**src/rtl/cu_mc_if.sv**
```systemverilog
// Control-unit bundle: instruction/flags/ready in, datapath control out.
// The slave modport is the control unit's view; master is the datapath/driver view.
interface cu_mc_if #(
    parameter int IW = 16,
    parameter int RA = 4
);
    logic [IW-1:0]   ins_in;
    logic            z_in;
    logic            n_in;
    logic            mem_ready_in;
    logic            il_out;
    logic [1:0]      ps_out;
    logic            rw_out;
    logic [3*RA-1:0] rs_out;
    logic            mm_out;
    logic [1:0]      md_out;
    logic            mb_out;
    logic [3:0]      fs_out;
    logic            wen_out;
    logic            iom_out;
    logic            halt_out;
    logic            err_out;

    modport slave (
        input  ins_in, z_in, n_in, mem_ready_in,
        output il_out, ps_out, rw_out, rs_out, mm_out, md_out, mb_out, fs_out,
               wen_out, iom_out, halt_out, err_out
    );

    modport master (
        output ins_in, z_in, n_in, mem_ready_in,
        input  il_out, ps_out, rw_out, rs_out, mm_out, md_out, mb_out, fs_out,
               wen_out, iom_out, halt_out, err_out
    );
endinterface

```
**src/rtl/cu_mc.sv**
```systemverilog
// Multi-cycle control unit: FETCH/EXEC/MEM/HALT with memory wait states and
// a bus-timeout watchdog that parks the unit in HALT with a sticky error.
module cu_mc #(
    parameter int IW      = 16,
    parameter int RA      = 4,
    parameter int MAXWAIT = 15
) (
    input  logic    clk,
    input  logic    rst_n,
    cu_mc_if.slave  bus
);
    // One bit minimum so MAXWAIT=0 (watchdog off) still elaborates.
    localparam int CW = (MAXWAIT > 0) ? $clog2(MAXWAIT + 1) : 1;
    localparam logic [CW-1:0] LIMIT = CW'(MAXWAIT);

    typedef enum logic [1:0] {FETCH, EXEC, MEM, HALT} state_t;

    state_t        state, nxt;
    logic [CW-1:0] cnt;
    logic          err;

    logic [3:0] op;
    logic       ready, in_acc, timeout, is_mem, is_io, is_load;

    assign op      = bus.ins_in[IW-1:IW-4];
    assign ready   = bus.mem_ready_in;
    assign is_mem  = (op[3:2] == 2'b10);
    assign is_io   = op[1];
    assign is_load = ~op[0];
    assign in_acc  = (state == FETCH) || (state == MEM);
    // Ready on the limit cycle wins: the access completes without error.
    assign timeout = (MAXWAIT != 0) && in_acc && !ready && (cnt == LIMIT);

    always_ff @(posedge clk or negedge rst_n) begin
        if (!rst_n) begin
            state <= FETCH;
            cnt   <= '0;
            err   <= 1'b0;
        end else begin
            state <= nxt;
            if (in_acc && !ready && nxt == state)
                cnt <= cnt + 1'b1;
            else
                cnt <= '0;
            if (timeout)
                err <= 1'b1;
        end
    end

    always_comb begin
        nxt = state;
        case (state)
            FETCH: begin
                if (ready)        nxt = EXEC;
                else if (timeout) nxt = HALT;
            end
            EXEC: begin
                if (op == 4'hF)   nxt = HALT;
                else if (is_mem)  nxt = MEM;
                else              nxt = FETCH;
            end
            MEM: begin
                if (ready)        nxt = FETCH;
                else if (timeout) nxt = HALT;
            end
            default:              nxt = HALT;
        endcase
    end

    always_comb begin
        bus.il_out   = 1'b0;
        bus.ps_out   = 2'b00;
        bus.rw_out   = 1'b0;
        bus.mm_out   = 1'b0;
        bus.md_out   = 2'b00;
        bus.mb_out   = 1'b0;
        bus.fs_out   = 4'b0000;
        bus.wen_out  = 1'b0;
        bus.iom_out  = 1'b0;
        bus.halt_out = (state == HALT);
        bus.err_out  = err;
        bus.rs_out   = bus.ins_in[3*RA-1:0];
        case (state)
            FETCH: begin
                bus.mm_out = 1'b1;
                bus.il_out = ready;
            end
            EXEC: begin
                case (op)
                    4'h0: bus.ps_out = 2'b01;
                    4'h1, 4'h2, 4'h3, 4'h4, 4'h5, 4'h6, 4'h7: begin
                        bus.rw_out = 1'b1;
                        bus.ps_out = 2'b01;
                        bus.mb_out = (op == 4'h7);
                        case (op)
                            4'h2, 4'h7: bus.fs_out = 4'b0010;
                            4'h3:       bus.fs_out = 4'b0101;
                            4'h4:       bus.fs_out = 4'b1000;
                            4'h5:       bus.fs_out = 4'b1001;
                            4'h6:       bus.fs_out = 4'b1010;
                            default:    bus.fs_out = 4'b0000;
                        endcase
                    end
                    4'h8, 4'h9, 4'hA, 4'hB: bus.iom_out = is_io;
                    4'hC: bus.ps_out = bus.z_in ? 2'b10 : 2'b01;
                    4'hD: bus.ps_out = bus.n_in ? 2'b10 : 2'b01;
                    4'hE: bus.ps_out = 2'b11;
                    default: ;
                endcase
            end
            MEM: begin
                bus.iom_out = is_io;
                if (is_load) bus.md_out  = 2'b01;
                else         bus.wen_out = 1'b1;
                if (ready) begin
                    bus.ps_out = 2'b01;
                    bus.rw_out = is_load;
                end
            end
            default: ;
        endcase
    end
endmodule

```
**src/flat_wrapper.sv**
```systemverilog
// flat-port wrapper written by rule: the top's interface ports become plain ports
module cu_mc_flat 
#(
    parameter int IW      = 16,
    parameter int RA      = 4,
    parameter int MAXWAIT = 15
)
  (clk, rst_n, bus_ins_in, bus_z_in, bus_n_in, bus_mem_ready_in, bus_il_out, bus_ps_out, bus_rw_out, bus_rs_out, bus_mm_out, bus_md_out, bus_mb_out, bus_fs_out, bus_wen_out, bus_iom_out, bus_halt_out, bus_err_out);
  cu_mc_if #(.IW(IW), .RA(RA)) bus_i ();
  input  logic clk;
  input  logic rst_n;
  input wire logic [$bits(bus_i.ins_in)-1:0] bus_ins_in;
  input wire logic [$bits(bus_i.z_in)-1:0] bus_z_in;
  input wire logic [$bits(bus_i.n_in)-1:0] bus_n_in;
  input wire logic [$bits(bus_i.mem_ready_in)-1:0] bus_mem_ready_in;
  output wire logic [$bits(bus_i.il_out)-1:0] bus_il_out;
  output wire logic [$bits(bus_i.ps_out)-1:0] bus_ps_out;
  output wire logic [$bits(bus_i.rw_out)-1:0] bus_rw_out;
  output wire logic [$bits(bus_i.rs_out)-1:0] bus_rs_out;
  output wire logic [$bits(bus_i.mm_out)-1:0] bus_mm_out;
  output wire logic [$bits(bus_i.md_out)-1:0] bus_md_out;
  output wire logic [$bits(bus_i.mb_out)-1:0] bus_mb_out;
  output wire logic [$bits(bus_i.fs_out)-1:0] bus_fs_out;
  output wire logic [$bits(bus_i.wen_out)-1:0] bus_wen_out;
  output wire logic [$bits(bus_i.iom_out)-1:0] bus_iom_out;
  output wire logic [$bits(bus_i.halt_out)-1:0] bus_halt_out;
  output wire logic [$bits(bus_i.err_out)-1:0] bus_err_out;
  assign bus_i.ins_in = bus_ins_in;
  assign bus_i.z_in = bus_z_in;
  assign bus_i.n_in = bus_n_in;
  assign bus_i.mem_ready_in = bus_mem_ready_in;
  assign bus_il_out = bus_i.il_out;
  assign bus_ps_out = bus_i.ps_out;
  assign bus_rw_out = bus_i.rw_out;
  assign bus_rs_out = bus_i.rs_out;
  assign bus_mm_out = bus_i.mm_out;
  assign bus_md_out = bus_i.md_out;
  assign bus_mb_out = bus_i.mb_out;
  assign bus_fs_out = bus_i.fs_out;
  assign bus_wen_out = bus_i.wen_out;
  assign bus_iom_out = bus_i.iom_out;
  assign bus_halt_out = bus_i.halt_out;
  assign bus_err_out = bus_i.err_out;
  cu_mc #(.IW(IW), .RA(RA), .MAXWAIT(MAXWAIT)) u_core (.clk(clk), .rst_n(rst_n), .bus(bus_i));
endmodule
```
**config.mk**
```make
export PLATFORM = sky130hd
export DESIGN_NAME = cu_mc_flat
export DESIGN_NICKNAME = d
export VERILOG_FILES = /design/src/rtl/cu_mc_if.sv /design/src/rtl/cu_mc.sv /design/src/flat_wrapper.sv
export SDC_FILE = /design/constraint.sdc
export NUM_CORES = 1
export LEC_CHECK = 0
export BUFFER_PORTS_ARGS = -buffer_cell sky130_fd_sc_hd__buf_2
export CAP_MARGIN = 15
export CORE_UTILIZATION = 38
export CTS_BUF_LIST = sky130_fd_sc_hd__clkbuf_8
export DETAILED_ROUTE_END_ITERATION = 6
export PLACE_DENSITY = 0.78
export SLEW_MARGIN = 15
export SYNTH_ARGS = -nofsm -noshare
export SYNTH_HDL_FRONTEND = slang
export SYNTH_SLANG_ARGS = --single-unit
```
**constraint.sdc**
```tcl
create_clock -name clk -period 1.7 [get_ports clk]
set_input_delay 0.17 -clock clk [delete_from_list [all_inputs] [get_ports clk]]
set_output_delay 0.17 -clock clk [all_outputs]
set_load 0.02 [all_outputs]
```
---- Word level (Yosys, flattened, before mapping) ----
Cells that the tools add are included.
word-level totals
  bits in registers ....................... 7
  bits of input ports ..................... 21
  output and inout port bits .............. 28
  word-level logic and storage cells ...... 65
cells by class
  $add $sub $neg .......................... 1
  eq/ne operators ......................... 21
  mux-type cells .......................... 28
  bitwise gates (word level) .............. 1
  reductions and logical operators ........ 11
operators with widths
  kind                 count
  $eq 4x4->1 const B   9
  $pmux 4 s5           1
  $eq 4x3->1 const B   4
  $mux 2               8
  $mux 4               3
  $mux 1               11
  $eq 4x2->1 const B   2
  $pmux 2 s4           1
  $reduce_or 8->1      1
  $reduce_or 7->1      1
  $eq 2x2->1 const B   3
  $pmux 2 s3           1
  $add 4x1->4 const B  1
  $eq 4x1->1 const B   1
  $logic_not 4->1      1
  $pmux 1 s2           2
  $pmux 2 s2           1
  $reduce_or 4->1      1
  $logic_and 1x1->1    3
  $eq 2x1->1 const B   1
  $eq 2x2->1           1
  $logic_not 2->1      1
  $reduce_or 2->1      1
  $logic_not 1->1      1
  2 further kinds      2

---- Longest topological paths before layout ----
  word-level depth ........................ 10
  depth in mapped cells ................... 6
  depth with buffers taken out ............ 6

---- Worst setup path before layout ----
Ideal clock, no wire load.
  path kind ............................... reg2out
  start ................................... register u_core.state[0]
  end ..................................... output port bus_ps_out[1]
  data arrival time ....................... 1896 ps
  required time ........................... 1530 ps
  path slack .............................. -366 ps
  cell stages (with the launch flop) ...... 5
  path buffers ............................ 0
  path through ............................ dfrtp_1 > inv_1 > ha_1 > inv_1 > a2111oi_0
on the way
  cells in the longest elaborated chain, start to end .. 2
  elaborated cells between the ends (all ways) .. 3
  those cells by class .................... 2 x eq/ne; 1 x mux
RTL lines
  what                                             line                text
  from (decl)                                      cu_mc.sv:18         state_t state, nxt;
  from (signal assigned)                           cu_mc.sv:40         state <= nxt;
  $eq 2x2->1 / $eq 2x1->1 (equally long branches)  cu_mc.sv:83         case (state)
  $pmux 2 s2 *                                     cu_mc.sv:83
  to (decl)                                        flat_wrapper.sv:17  output wire logic [$bits(bus_i.ps_out)-1:0] bus_ps_out;
Mark *: on every way between the ends. The rest lies on a longest branch, timed or not.

---- Worst setup path in the final report ----
  start ................................... register u_core.state[1]
  end ..................................... register u_core.cnt[2]
on the way
  cells in the longest elaborated chain, start to end .. 10
  elaborated cells between the ends (all ways) .. 13
  those cells by class .................... 3 x eq/ne; 5 x mux; 5 x reduce/logical
RTL lines
  what                                                  line                      text
  $eq 2x2->1 / $logic_not 2->1 (equally long branches)  cu_mc.sv:30, cu_mc.sv:52
  $logic_or 1x1->1                                      cu_mc.sv:30               assign in_acc = (state == FETCH) || (state == MEM);
  $logic_and 1x1->1                                     cu_mc.sv:32, cu_mc.sv:41
  $logic_and 1x1->1                                     cu_mc.sv:32               assign timeout = (MAXWAIT != 0) && in_acc && !ready && (cnt == LIMIT);
  $mux 2                                                cu_mc.sv:55, cu_mc.sv:64
  $mux 2, on equally long branches                      cu_mc.sv:63, cu_mc.sv:54
  $pmux 2 s3                                            cu_mc.sv:52               case (state)
  $eq 2x2->1                                            cu_mc.sv:41               if (in_acc && !ready && nxt == state)
  $logic_and 1x1->1 *                                   cu_mc.sv:41
  $mux 4 *                                              cu_mc.sv:41
  to (signal assigned)                                  cu_mc.sv:42               cnt <= cnt + 1'b1;
  to (decl)                                             cu_mc.sv:19               logic [CW-1:0] cnt;
Marked as above.
A chain may end at the register's enable or synchronous reset.

==> run_results.csv <==
group,metric,value,unit
timing,final-setup-viol-count,0,
global_routing,grt_pass1_wl,2.35,mm
worst_setup_path,r2r_end,"u_core.cnt[2]$_DFF_PN0_",
timing,fin_ws,0.0176,ns
place,post-place-ws,-0.0620,ns
die,die_h,45.2,um
worst_setup_path,r2r_cells,6,
die,die_area,2040,um^2
timing,min_period,1.68,ns
power,intPower,0.000807,W
yosys,syn_nets,116,
global_routing,grt_max_degree,12,
route,route.vias.total,712,
worst_setup_path,crit_family,"compound AO/OA/AOI/OAI gates",
cts,cts_tree,"yes",
worst_setup_path,cpPeakStageDelay,0.41,ns
yosys,avgSynthCellArea,7.87,um^2
final_layout,syn_to_final_growth,43.1,%
final_layout,fin_area,1010,um^2
timing,hold_ws,0.307,ns
cts,clk_pin_slew,0.04,ns
die,ios,49,
power,irDropWorstVdd,1.13,mV
power,net-switching-power,0.000630,W
final_layout,antenna_cells,0,
yosys,ys_types,32,
yosys,synth.cell_area,708,um^2
yosys,yosysSeqAreaShare,24.7,%
global_routing,gr-total-overflow,0,
cts,numCtsBuffers,3,
timing,fmax,594,MHz
die,die_w,45.2,um
route,drtPass1Iterations,4,
worst_setup_path,arrival,1.80,ns
power,pwr-share-seq,16.9,%
cts,htreeDepth,1,
global_routing,grt_pass1_vias,592,
worst_setup_path,crit_type,"flip-flop to flip-flop",
cts,clk_latency,0.22,ns
yosys,syn_inst,90,
place,place.gp.congestion,0.813,
timing,timing.final.crit_share,99.0,%
route,wl_per_cell,12.0,um
worst_setup_path,end_kind,"flip-flop",
yosys,synth_warnings,0,
worst_setup_path,r2r_start,"u_core.state[1]$_DFF_PN0_",
place,hpwlAfterDp,1.18,mm
worst_setup_path,cp.depth,6,
global_routing,grt_use_total,15.8,%
die,core_area,1750,um^2
timing,final.setup.tns,0,ns
timing,rsz0062_at_grt,"true",
final_layout,layout-drive-gt1-share,51.4,%
worst_setup_path,start_kind,"flip-flop",
timing,clock_skew,0.00210,ns
route,routed_wl,1.63,mm
die,initial_utilization,40.6,%
worst_setup_path,crit_chain,"inv_4 > ha_4 > o21ba_4 > and4_4 > o31a_1 > nor4_2",
final_layout,fin_nets,138,
cts,clk_path_buf_depth,2,
power,power_frac_clock,15.2,%
place,port_buffers,23,
worst_setup_path,cp_data_required_time,1.82,ns
route,drtIter0Drc,12,
cts,cts_root_buffer,"clkbuf_8",
worst_setup_path,worstPathMaxFanout,4,
global_routing,grt_antenna_before_repair,0,
min_path,hold_path.class,"input port to asynchronous set/reset pin",
power,p_leak,0.487,nW
status,status,"completed",
power,power_density,1420,nW/um^2
die,rows,15,
route,drc,0,
power,power,0.00144,W
power,sw_frac_of_total,43.9,%
worst_setup_path,rrSetupSlack,0.02,ns
route,ant_nets,0,
timing,drv_slew,0,
yosys,synth_seq_cells,7,
worst_setup_path,crit_path_top_delay_cell,"dfrtp_2",
worst_setup_path,cp_num_buf_inv,1,
power,combPwrFrac,67.8,%
flow_run,maxCapViolations,0,
place,placed_area,805,um^2
timing,hold_viol_final,0,
route,via_per_inst,5.24,
cts,cts_sinks,7,
-- layer usage --
layer | GRT usage [%] | up-vias | routed length, um
li1 | - | 338 | -
met1 | 17.9 | 335 | 673
met2 | 27.0 | 37 | 822
met3 | 4.80 | 2 | 122
met4 | 7.27 | 0 | 11
met5 | 0 | - | 0
-- power groups by stage --
stage	Sequential, W	Clock, W	Combinational, W
finish	0.000244	0.000219	0.000975
global route	0.000253	0.000237	0.00106
CTS	0.000235	0.000223	0.000791
detailed placement	0.000238	0	0.000732
global placement	0.000235	0	0.000719
floorplan	0.000240	0	0.000549
-- layout make-up --
class / instances / area, um^2
fill: 159 / 732
clock buffer: 3 / 41.3
tap: 25 / 31.3
inverter: 5 / 21.3
clock inverter: 1 / 3.75
timing repair buffer: 33 / 213
multi-input combinational: 62 / 527
sequential: 7 / 176
-- repair_timing --
action	4_1_cts	5_1_grt
hold endpoints to repair	7	0
pin swaps	0	7
hold buffers	1	0
setup buffers	2	2
gates resized for setup	4	24
endpoints found under the setup margin	11	11
-- metrics by stage --
stage / cells / utilization, %
final: 136 / 58.1
after global routing: 136 / 58.1
after CTS: 134 / 51.0
after detailed placement: 127 / 46.1
after global placement: 127 / 46.1
after floorplan: 90 / -
-- kinds of logic after synthesis --
family | share of synthesized area (%)
and+or+nand+nor | 25.6
AOI/OAI and AO/OA | 18.2
other | 0.530
buffers and inverters | 18.4
xor gates and xnor gates | 3.71
DFF | 24.7
adders and majority gates | 8.83
-- how the worst max path moves through the flow --
| stage | end | slack, ns | start |
|---|---|---|---|
| global route | bus_rw_out | -0.07 | u_core.state[0]$_DFF_PN0_ |
| detailed placement | u_core.cnt[3]$_DFF_PN0_ | -0.06 | u_core.state[1]$_DFF_PN0_ |
| finish | u_core.cnt[2]$_DFF_PN0_ | 0.02 | u_core.state[1]$_DFF_PN0_ |
| floorplan | u_core.cnt[0]$_DFF_PN0_ | 0.003 | u_core.state[0]$_DFF_PN0_ |
| global placement | u_core.cnt[2]$_DFF_PN0_ | 0.03 | u_core.state[1]$_DFF_PN0_ |
| CTS | u_core.cnt[3]$_DFF_PN0_ | -0.02 | u_core.state[1]$_DFF_PN0_ |
-- state kept, by name (all words and copies together), names as in the netlist --
name	count
u_core.cnt	4
u_core.bus.err_out	1
u_core.state	2
-- Yosys cell counts --
cell type / count / area, um^2
a2111o_1: 1 / 11.3
a2111oi_0: 1 / 8.76
a21oi_1: 8 / 40.0
a311oi_1: 1 / 8.76
and2_1: 1 / 6.26
and2_2: 1 / 7.51
and3_1: 2 / 12.5
and4_4: 1 / 11.3
buf_2: 2 / 10.0
buf_4: 13 / 97.6
clkbuf_1: 1 / 3.75
conb_1: 1 / 3.75
dfrtp_1: 7 / 175
ha_1: 5 / 62.6
inv_1: 5 / 18.8
nand2_1: 11 / 41.3
nand2b_1: 2 / 12.5
nand3_1: 3 / 15.0
nand4_1: 1 / 6.26
nor2_1: 5 / 18.8
nor2b_1: 2 / 12.5
nor3_1: 1 / 5.00
nor4_1: 4 / 25.0
o211a_1: 1 / 10.0
o21a_1: 1 / 7.51
o21ai_0: 2 / 10.0
o21ba_4: 1 / 16.3
o31a_1: 1 / 8.76
o31ai_1: 1 / 7.51
or2b_1: 1 / 7.51
xnor2_1: 1 / 8.76
xor2_1: 2 / 17.5
-- worst register-to-register path, stage by stage, from the launching register on --
cell and delay [ns]:
dfrtp_2 0.41, inv_4 0.07, ha_4 0.16, o21ba_4 0.21
and4_4 0.19, o31a_1 0.30, nor4_2 0.25
-- cell usage in the layout, fill, tap and decap left out, types with 2 or more instances in the layout --
cell type	Yosys	routed
a21oi_2	0	4
ha_4	0	3
nor2b_4	0	2
o21ai_0	2	2
buf_4	13	12
inv_1	5	3
buf_2	2	18
nand3_1	3	2
nand2b_1	2	2
ha_1	5	2
clkbuf_8	0	3
nor2_1	5	5
inv_2	0	2
xor2_1	2	2
nand2_1	11	11
nor4_2	0	3
buf_6	0	2
and3_1	2	2
dfrtp_1	7	6
a21oi_1	8	4
No activity file was read; power rests on OpenSTA's default activity.
